===== src/rtl/ascii_codec_pkg.sv =====
// rtl/ascii_codec_pkg.sv - ASCII constants and Tx state encoding for ascii_num_codec
package ascii_codec_pkg;

    localparam logic [7:0] ASCII_0  = 8'h30;
    localparam logic [7:0] ASCII_9  = 8'h39;
    localparam logic [7:0] ASCII_CR = 8'h0D;
    localparam logic [7:0] ASCII_LF = 8'h0A;

    typedef enum logic [2:0] {
        TX_IDLE,
        TX_CONVERT,
        TX_SKIP,
        TX_SEND,
        TX_TERM
    } tx_state_e;

endpackage


===== src/rtl/bcd_double_dabble.sv =====
// rtl/bcd_double_dabble.sv - sequential binary to BCD converter, one bit per step
//  clk, reset : clock, synchronous active-high reset
//  load       : capture value, clear BCD register, start conversion
//  step       : advance one double-dabble iteration while busy
//  value      : binary input sampled on load
//  busy       : conversion in progress
//  done       : 1-cycle pulse after the last iteration, bcd valid
//  bcd        : MAX_DIGITS packed BCD nibbles, digit 0 in bits [3:0]
module bcd_double_dabble #(
    parameter int DATA_W     = 32,
    parameter int MAX_DIGITS = 10
) (
    input  logic                    clk,
    input  logic                    reset,
    input  logic                    load,
    input  logic                    step,
    input  logic [DATA_W-1:0]       value,
    output logic                    busy,
    output logic                    done,
    output logic [4*MAX_DIGITS-1:0] bcd
);

    localparam int CNT_W = $clog2(DATA_W + 1);

    logic [DATA_W-1:0]       shift_reg;
    logic [CNT_W-1:0]        bits_left;
    logic [4*MAX_DIGITS-1:0] adj;

    // Pre-correct every nibble so the following shift yields a valid BCD digit.
    always_comb begin
        adj = bcd;
        for (int i = 0; i < MAX_DIGITS; i++) begin
            if (bcd[4*i +: 4] >= 4'd5) begin
                adj[4*i +: 4] = bcd[4*i +: 4] + 4'd3;
            end
        end
    end

    always_ff @(posedge clk) begin
        if (reset) begin
            shift_reg <= '0;
            bcd       <= '0;
            bits_left <= '0;
            busy      <= 1'b0;
            done      <= 1'b0;
        end else begin
            done <= 1'b0;
            if (load) begin
                shift_reg <= value;
                bcd       <= '0;
                bits_left <= CNT_W'(DATA_W);
                busy      <= 1'b1;
            end else if (busy && step) begin
                bcd       <= {adj[4*MAX_DIGITS-2:0], shift_reg[DATA_W-1]};
                shift_reg <= {shift_reg[DATA_W-2:0], 1'b0};
                bits_left <= bits_left - CNT_W'(1);
                if (bits_left == CNT_W'(1)) begin
                    busy <= 1'b0;
                    done <= 1'b1;
                end
            end
        end
    end

endmodule


===== src/rtl/ascii_num_codec.sv =====
// rtl/ascii_num_codec.sv - decimal ASCII <-> binary codec between UART byte streams and core
//  clk, reset                : clock, synchronous active-high reset
//  rx_byte, rx_valid         : incoming ASCII characters, 1-cycle strobe
//  rx_value, rx_value_valid  : decoded value (held) and its 1-cycle update pulse
//  rx_error                  : 1-cycle pulse on illegal character or overflow
//  tx_value, tx_start        : value to send, start request (taken only when idle)
//  tx_busy                   : transmit in progress
//  tx_byte, tx_byte_valid    : outgoing ASCII byte, held until tx_byte_ready
//  tx_byte_ready             : downstream accepts tx_byte
module ascii_num_codec
    import ascii_codec_pkg::*;
#(
    parameter int DATA_W     = 32,
    parameter int MAX_DIGITS = 10,
    parameter bit APPEND_CR  = 1'b1
) (
    input  logic              clk,
    input  logic              reset,
    input  logic [7:0]        rx_byte,
    input  logic              rx_valid,
    output logic [DATA_W-1:0] rx_value,
    output logic              rx_value_valid,
    output logic              rx_error,
    input  logic [DATA_W-1:0] tx_value,
    input  logic              tx_start,
    output logic              tx_busy,
    output logic [7:0]        tx_byte,
    output logic              tx_byte_valid,
    input  logic              tx_byte_ready
);

    localparam int IDX_W = (MAX_DIGITS > 1) ? $clog2(MAX_DIGITS) : 1;
    localparam int CNT_W = 4;

    // ---------------- Rx accumulator ----------------
    logic [DATA_W-1:0] acc;
    logic [CNT_W-1:0]  digit_cnt;
    logic              ovf;
    logic [DATA_W+3:0] acc_ext;
    logic [DATA_W+3:0] acc_nxt;
    logic              is_digit;
    logic              is_term;

    always_comb begin
        is_digit = (rx_byte >= ASCII_0) && (rx_byte <= ASCII_9);
        is_term  = (rx_byte == ASCII_CR) || (rx_byte == ASCII_LF);
        acc_ext  = {4'b0, acc};
        // acc*10 as (acc<<3)+(acc<<1); the 4 extra bits expose overflow.
        acc_nxt  = (acc_ext << 3) + (acc_ext << 1) + {{DATA_W{1'b0}}, rx_byte[3:0]};
    end

    always_ff @(posedge clk) begin
        if (reset) begin
            acc            <= '0;
            digit_cnt      <= '0;
            ovf            <= 1'b0;
            rx_value       <= '0;
            rx_value_valid <= 1'b0;
            rx_error       <= 1'b0;
        end else begin
            rx_value_valid <= 1'b0;
            rx_error       <= 1'b0;
            if (rx_valid) begin
                if (is_digit) begin
                    if (acc_nxt[DATA_W+3:DATA_W] != 4'd0) begin
                        ovf <= 1'b1;
                    end else begin
                        acc <= acc_nxt[DATA_W-1:0];
                    end
                    if (digit_cnt != '1) begin
                        digit_cnt <= digit_cnt + CNT_W'(1);
                    end
                end else if (is_term) begin
                    // Empty lines and the second half of CRLF are silently dropped.
                    if (digit_cnt != '0) begin
                        if (ovf) begin
                            rx_error <= 1'b1;
                        end else begin
                            rx_value       <= acc;
                            rx_value_valid <= 1'b1;
                        end
                        acc       <= '0;
                        digit_cnt <= '0;
                        ovf       <= 1'b0;
                    end
                end else begin
                    rx_error  <= 1'b1;
                    acc       <= '0;
                    digit_cnt <= '0;
                    ovf       <= 1'b0;
                end
            end
        end
    end

    // ---------------- Tx serializer ----------------
    tx_state_e               tx_state;
    logic [IDX_W-1:0]        idx;
    logic                    dd_load;
    logic                    dd_step;
    logic                    dd_busy;
    logic                    dd_done;
    logic [4*MAX_DIGITS-1:0] dd_bcd;
    logic [3:0]              digits [MAX_DIGITS];

    for (genvar g = 0; g < MAX_DIGITS; g++) begin : g_digits
        assign digits[g] = dd_bcd[4*g +: 4];
    end

    assign dd_load = (tx_state == TX_IDLE) && tx_start && !dd_busy;
    assign dd_step = (tx_state == TX_CONVERT);

    bcd_double_dabble #(
        .DATA_W     (DATA_W),
        .MAX_DIGITS (MAX_DIGITS)
    ) u_dd (
        .clk   (clk),
        .reset (reset),
        .load  (dd_load),
        .step  (dd_step),
        .value (tx_value),
        .busy  (dd_busy),
        .done  (dd_done),
        .bcd   (dd_bcd)
    );

    always_ff @(posedge clk) begin
        if (reset) begin
            tx_state      <= TX_IDLE;
            idx           <= '0;
            tx_busy       <= 1'b0;
            tx_byte       <= '0;
            tx_byte_valid <= 1'b0;
        end else begin
            case (tx_state)
                TX_IDLE: begin
                    if (dd_load) begin
                        tx_busy  <= 1'b1;
                        tx_state <= TX_CONVERT;
                    end
                end
                TX_CONVERT: begin
                    if (dd_done) begin
                        idx      <= IDX_W'(MAX_DIGITS - 1);
                        tx_state <= TX_SKIP;
                    end
                end
                TX_SKIP: begin
                    // Digit 0 is always sent, so a zero value still yields "0".
                    if (digits[idx] == 4'd0 && idx != '0) begin
                        idx <= idx - IDX_W'(1);
                    end else begin
                        tx_byte       <= ASCII_0 + {4'b0, digits[idx]};
                        tx_byte_valid <= 1'b1;
                        tx_state      <= TX_SEND;
                    end
                end
                TX_SEND: begin
                    if (tx_byte_ready) begin
                        if (idx == '0) begin
                            if (APPEND_CR) begin
                                tx_byte  <= ASCII_CR;
                                tx_state <= TX_TERM;
                            end else begin
                                tx_byte_valid <= 1'b0;
                                tx_busy       <= 1'b0;
                                tx_state      <= TX_IDLE;
                            end
                        end else begin
                            tx_byte <= ASCII_0 + {4'b0, digits[idx - IDX_W'(1)]};
                            idx     <= idx - IDX_W'(1);
                        end
                    end
                end
                TX_TERM: begin
                    if (tx_byte_ready) begin
                        tx_byte_valid <= 1'b0;
                        tx_busy       <= 1'b0;
                        tx_state      <= TX_IDLE;
                    end
                end
                default: tx_state <= TX_IDLE;
            endcase
        end
    end

endmodule


===== config.mk =====
export PLATFORM = sky130hd
export DESIGN_NAME = ascii_num_codec
export DESIGN_NICKNAME = d
export VERILOG_FILES = /design/src/rtl/ascii_codec_pkg.sv /design/src/rtl/bcd_double_dabble.sv /design/src/rtl/ascii_num_codec.sv
export SDC_FILE = /design/constraint.sdc
export NUM_CORES = 1
export LEC_CHECK = 0
export CAP_MARGIN = 20
export CORE_MARGIN = 2
export CORE_UTILIZATION = 60
export DETAILED_ROUTE_END_ITERATION = 8
export PLACE_DENSITY = 0.83
export SYNTH_ARGS = -nofsm -noshare
export SYNTH_HDL_FRONTEND = slang
export SYNTH_SLANG_ARGS = --single-unit

===== constraint.sdc =====
create_clock -name clk -period 5.28 [get_ports clk]
set_input_delay 0.792 -clock clk [delete_from_list [all_inputs] [get_ports clk]]
set_output_delay 0.792 -clock clk [all_outputs]
set_load 0.03 [all_outputs]

==> flow_metrics.py <==
metrics = {
    "status": {
        "outcome": "finished clean",
    },
    "drt": {
        "wl_mm": 24.0,
        "routedWlPerCell_um": 16.2,
        "firstDrtPassIters": 5,
        "vias_per_cell": 6.03,
        "drt_iter0_markers": 623,
        "antenna_left": 0,
        "vias": 8942,
        "drc_errors": 0,
    },
    "floorplan": {
        "dieWidth_um": 132,
        "core_area_sq_um": 16000,
        "dieArea_sq_um": 17500,
        "die_y_um": 132,
        "ios": 89,
        "start_util_pct": 61.9,
        "core.rowCount": 46,
    },
    "setup_path": {
        "critPathKind": "in -> reg",
        "critPathLaunch": "rx_byte[3]",
        "crit-reg2reg-launch": "acc[0]",
        "critPathMaxStageDelay_ps": 530,
        "slowest_stage": "fa_1",
        "cp_common_cell": "fa_1",
        "arrival_ps": 4690,
        "path_cells": "clkdlybuf4s50_1, inv_1, fa_1, fa_1, nand2b_1, a21oi_1, o21ai_0, a22oi_1, a31oi_1, xnor2_1, nand2_1, a211o_1, buf_12, a22o_1",
        "ff2ff_path_depth": 13,
        "critPathMaxFanout": 24,
        "worst-r2r-setup-slack_ps": 1390,
        "worstPathRequired_ps": 5590,
        "critPathCapture": "acc[15]",
        "r2r_end": "acc[15]",
        "critPathLaunchType": "primary input",
        "end_kind": "flop",
    },
    "clocking": {
        "clkSinkCount": 165,
        "cts_buffers": 17,
        "h-tree-depth": 4,
        "postCtsResizedCells": 0,
        "cts_buffer_depth": 2,
        "ctsHoldBuffers": 0,
        "clkLatencyLatePin_ps": 430,
        "cts.clk_slew.worst_paths_ps": 70,
        "cts_setup_buffers": 0,
        "tritoncts": "yes",
        "cts_root_buffer": "clkbuf_16",
    },
    "timing": {
        "slew-limit-headroom_pct": 37.0,
        "fin_tns_setup_ps": 0,
        "tightest_slew_ps": 944,
        "setup_ws_ps": 909,
        "hold_violations": 0,
        "finalClockSkew_ps": 10.7,
        "setup_viol": 0,
        "max_freq_ghz": 0.229,
        "rsz0062_at_grt": "false",
        "fin_crit_sh_pct": 82.8,
        "slew_viol_final": 0,
        "fin_crit_ps": 4370,
    },
    "power": {
        "power_switching_mw": 0.946,
        "power_density_nw_per_um2": 282,
        "pwr-share-comb_pct": 17.0,
        "ir_worst_vdd_uv": 240,
        "p_clk_share_pct": 40.5,
        "p_int_mw": 2.30,
        "swShare_pct": 29.1,
        "p_leak_nw": 4.43,
        "seqPwrFrac_pct": 42.5,
    },
    "grt": {
        "grt_max_degree": 69,
        "overflow": 0,
        "antenna_found_initial": 0,
        "gr-usage-met3_pct": 4.48,
        "grt_pass1_vias": 8531,
        "grt_util_met1_pct": 32.1,
        "grt_util_all_layers_pct": 27.1,
        "grt_pass1_wl_mm": 39.7,
        "top_usage_layer": "met2",
        "grtUsageMet2_pct": 48.2,
    },
    "synth": {
        "yosys_warnings": 0,
        "syn-cell-area_sq_um": 9900,
        "syn_avg_cell_area_sq_um": 8.20,
        "seq_area_frac_synth_pct": 33.4,
        "synthTopCellsByArea": "dfxtp_1 33%, ha_1 11%, a21oi_1 8.6%, nand2_1 7.2%, xnor2_1 2.7%",
        "synth_cell_types": 64,
        "synth_edf_count": 0,
        "synth-main-ff-cell": "dfxtp_1",
        "synth_top_cell_by_area": "dfxtp_1",
        "synth_top_area_share_pct": 33.4,
        "synthArstFlopShare_pct": 0,
        "syn_inst": 1208,
        "ys_seq_elements": 165,
    },
    "final_layout": {
        "areaGrowthSynthToFinish_pct": 16.1,
        "fillCellCount": 1255,
        "num_antenna_cells": 0,
        "largest_reg_flops": 40,
        "stdcell_area_sq_um": 11500,
        "layout_common_cells": "189 x nand2_1, 171 x a21oi_1, 165 x dfxtp_1, 88 x ha_1, 85 x clkdlybuf4s50_1",
        "top_register": "u_dd.bcd",
        "layout_commonest_cell": "nand2_1",
        "layoutNonFillerInstCount": 1484,
        "fin_nets": 1390,
        "drive_above_1_share_pct": 5.44,
    },
    "placement": {
        "hpwlAfterDp_mm": 16.8,
        "portBuffers": 86,
        "post-place-ws_ps": 522,
        "place_congestion": 0.919,
        "dpl.cell_count": 1451,
        "placed_area_sq_um": 10900,
    },
    "job": {
        "max-cap-violations": 0,
    },
    "worst_hold_path": {
        "worstHoldPathType": "reg -> reg",
    },
}
==> metrics by stage <==
| stage | total power [mW] | util (%) | hold WS [ps] |
|---|---|---|---|
| CTS | 3.25 | 71.7 | 449 |
| floorplan | 1.81 | - | 432 |
| detailed placement | 1.94 | 67.8 | 443 |
| global placement | 1.93 | 67.8 | 437 |
| global route | 3.39 | 71.8 | 471 |
| finish | 3.24 | 71.8 | 444 |
==> synthesized netlist by cell type, drive strengths merged, types with 5 or more instances <==
cell type / n
nand2: 189
a21oi: 171
dfxtp: 165
ha: 88
nor2: 72
o21ai: 54
clkbuf: 50
inv: 47
a22oi: 34
nand3: 34
xnor2: 31
a22o: 29
xor2: 22
nor3: 21
buf: 20
mux4: 16
nand2b: 16
a211oi: 11
mux2i: 11
nand4: 11
nor2b: 11
a21o: 9
a31oi: 7
o211ai: 7
o221ai: 6
a21boi: 5
a221oi: 5
and2: 5
and4: 5
o21a: 5
o21bai: 5
==> metal layers <==
layer  wire length (um)  part of all wire [%]
met5                  0                     0
met4                884                   3.7
met3               1080                   4.5
met2              12100                    50
met1               9960                    42
==> cell families after synthesis <==
logic type / Yosys count / share of synthesized area [%]
flops: 165 / 33.4
compound gates: 364 / 22.6
other cells: 1 / 0.0379
simple gates: 386 / 17.6
mux: 31 / 5.43
buf+inv: 118 / 4.79
xor+xnor: 53 / 4.69
fa+ha+maj: 90 / 11.5
==> worst max-delay path, delay by kind of cell <==
family / cells / cell delay, ps
AO/OA/AOI/OAI: 6 / 1640
AND/OR/NAND/NOR: 2 / 270
XOR/XNOR: 1 / 210
buffers and inverters: 3 / 790
adder cells (fa/ha/maj): 2 / 980
==> cell type report <==
cell class              count  area, sq um  share of cell area, %
clock buffers              18          439                   3.82
clock inverters            14          189                   1.64
inverters                  48          180                   1.57
multi-input cells         926         6150                   53.5
flip-flops and latches    165         3300                   28.7
well taps                 216          270                   2.35
repair buffers             97          958                   8.34
==> worst min path at each step <==
stage,startpoint,to,slack (ps),cells past startpoint
finish,u_dd.shift_reg[31],u_dd.bcd[0],440,2
global route,u_dd.shift_reg[16],u_dd.shift_reg[16],470,2
CTS,u_dd.shift_reg[31],u_dd.bcd[0],450,2
floorplan,u_dd.shift_reg[31],u_dd.bcd[0],430,2
detailed placement,u_dd.shift_reg[31],u_dd.bcd[0],440,2
global placement,u_dd.shift_reg[31],u_dd.bcd[0],440,2
==> power by group through the flow <==
stage          registers [mW]  clock network, mW  logic, mW
2_1_floorplan            1.36                  0      0.447
3_3_place_gp             1.40                  0      0.526
3_5_place_dp             1.41                  0      0.536
4_1_cts                  1.38               1.33      0.542
5_1_grt                  1.39               1.39      0.606
6_report                 1.38               1.31      0.552
Note: power is estimated with default switching activity, not from simulation.
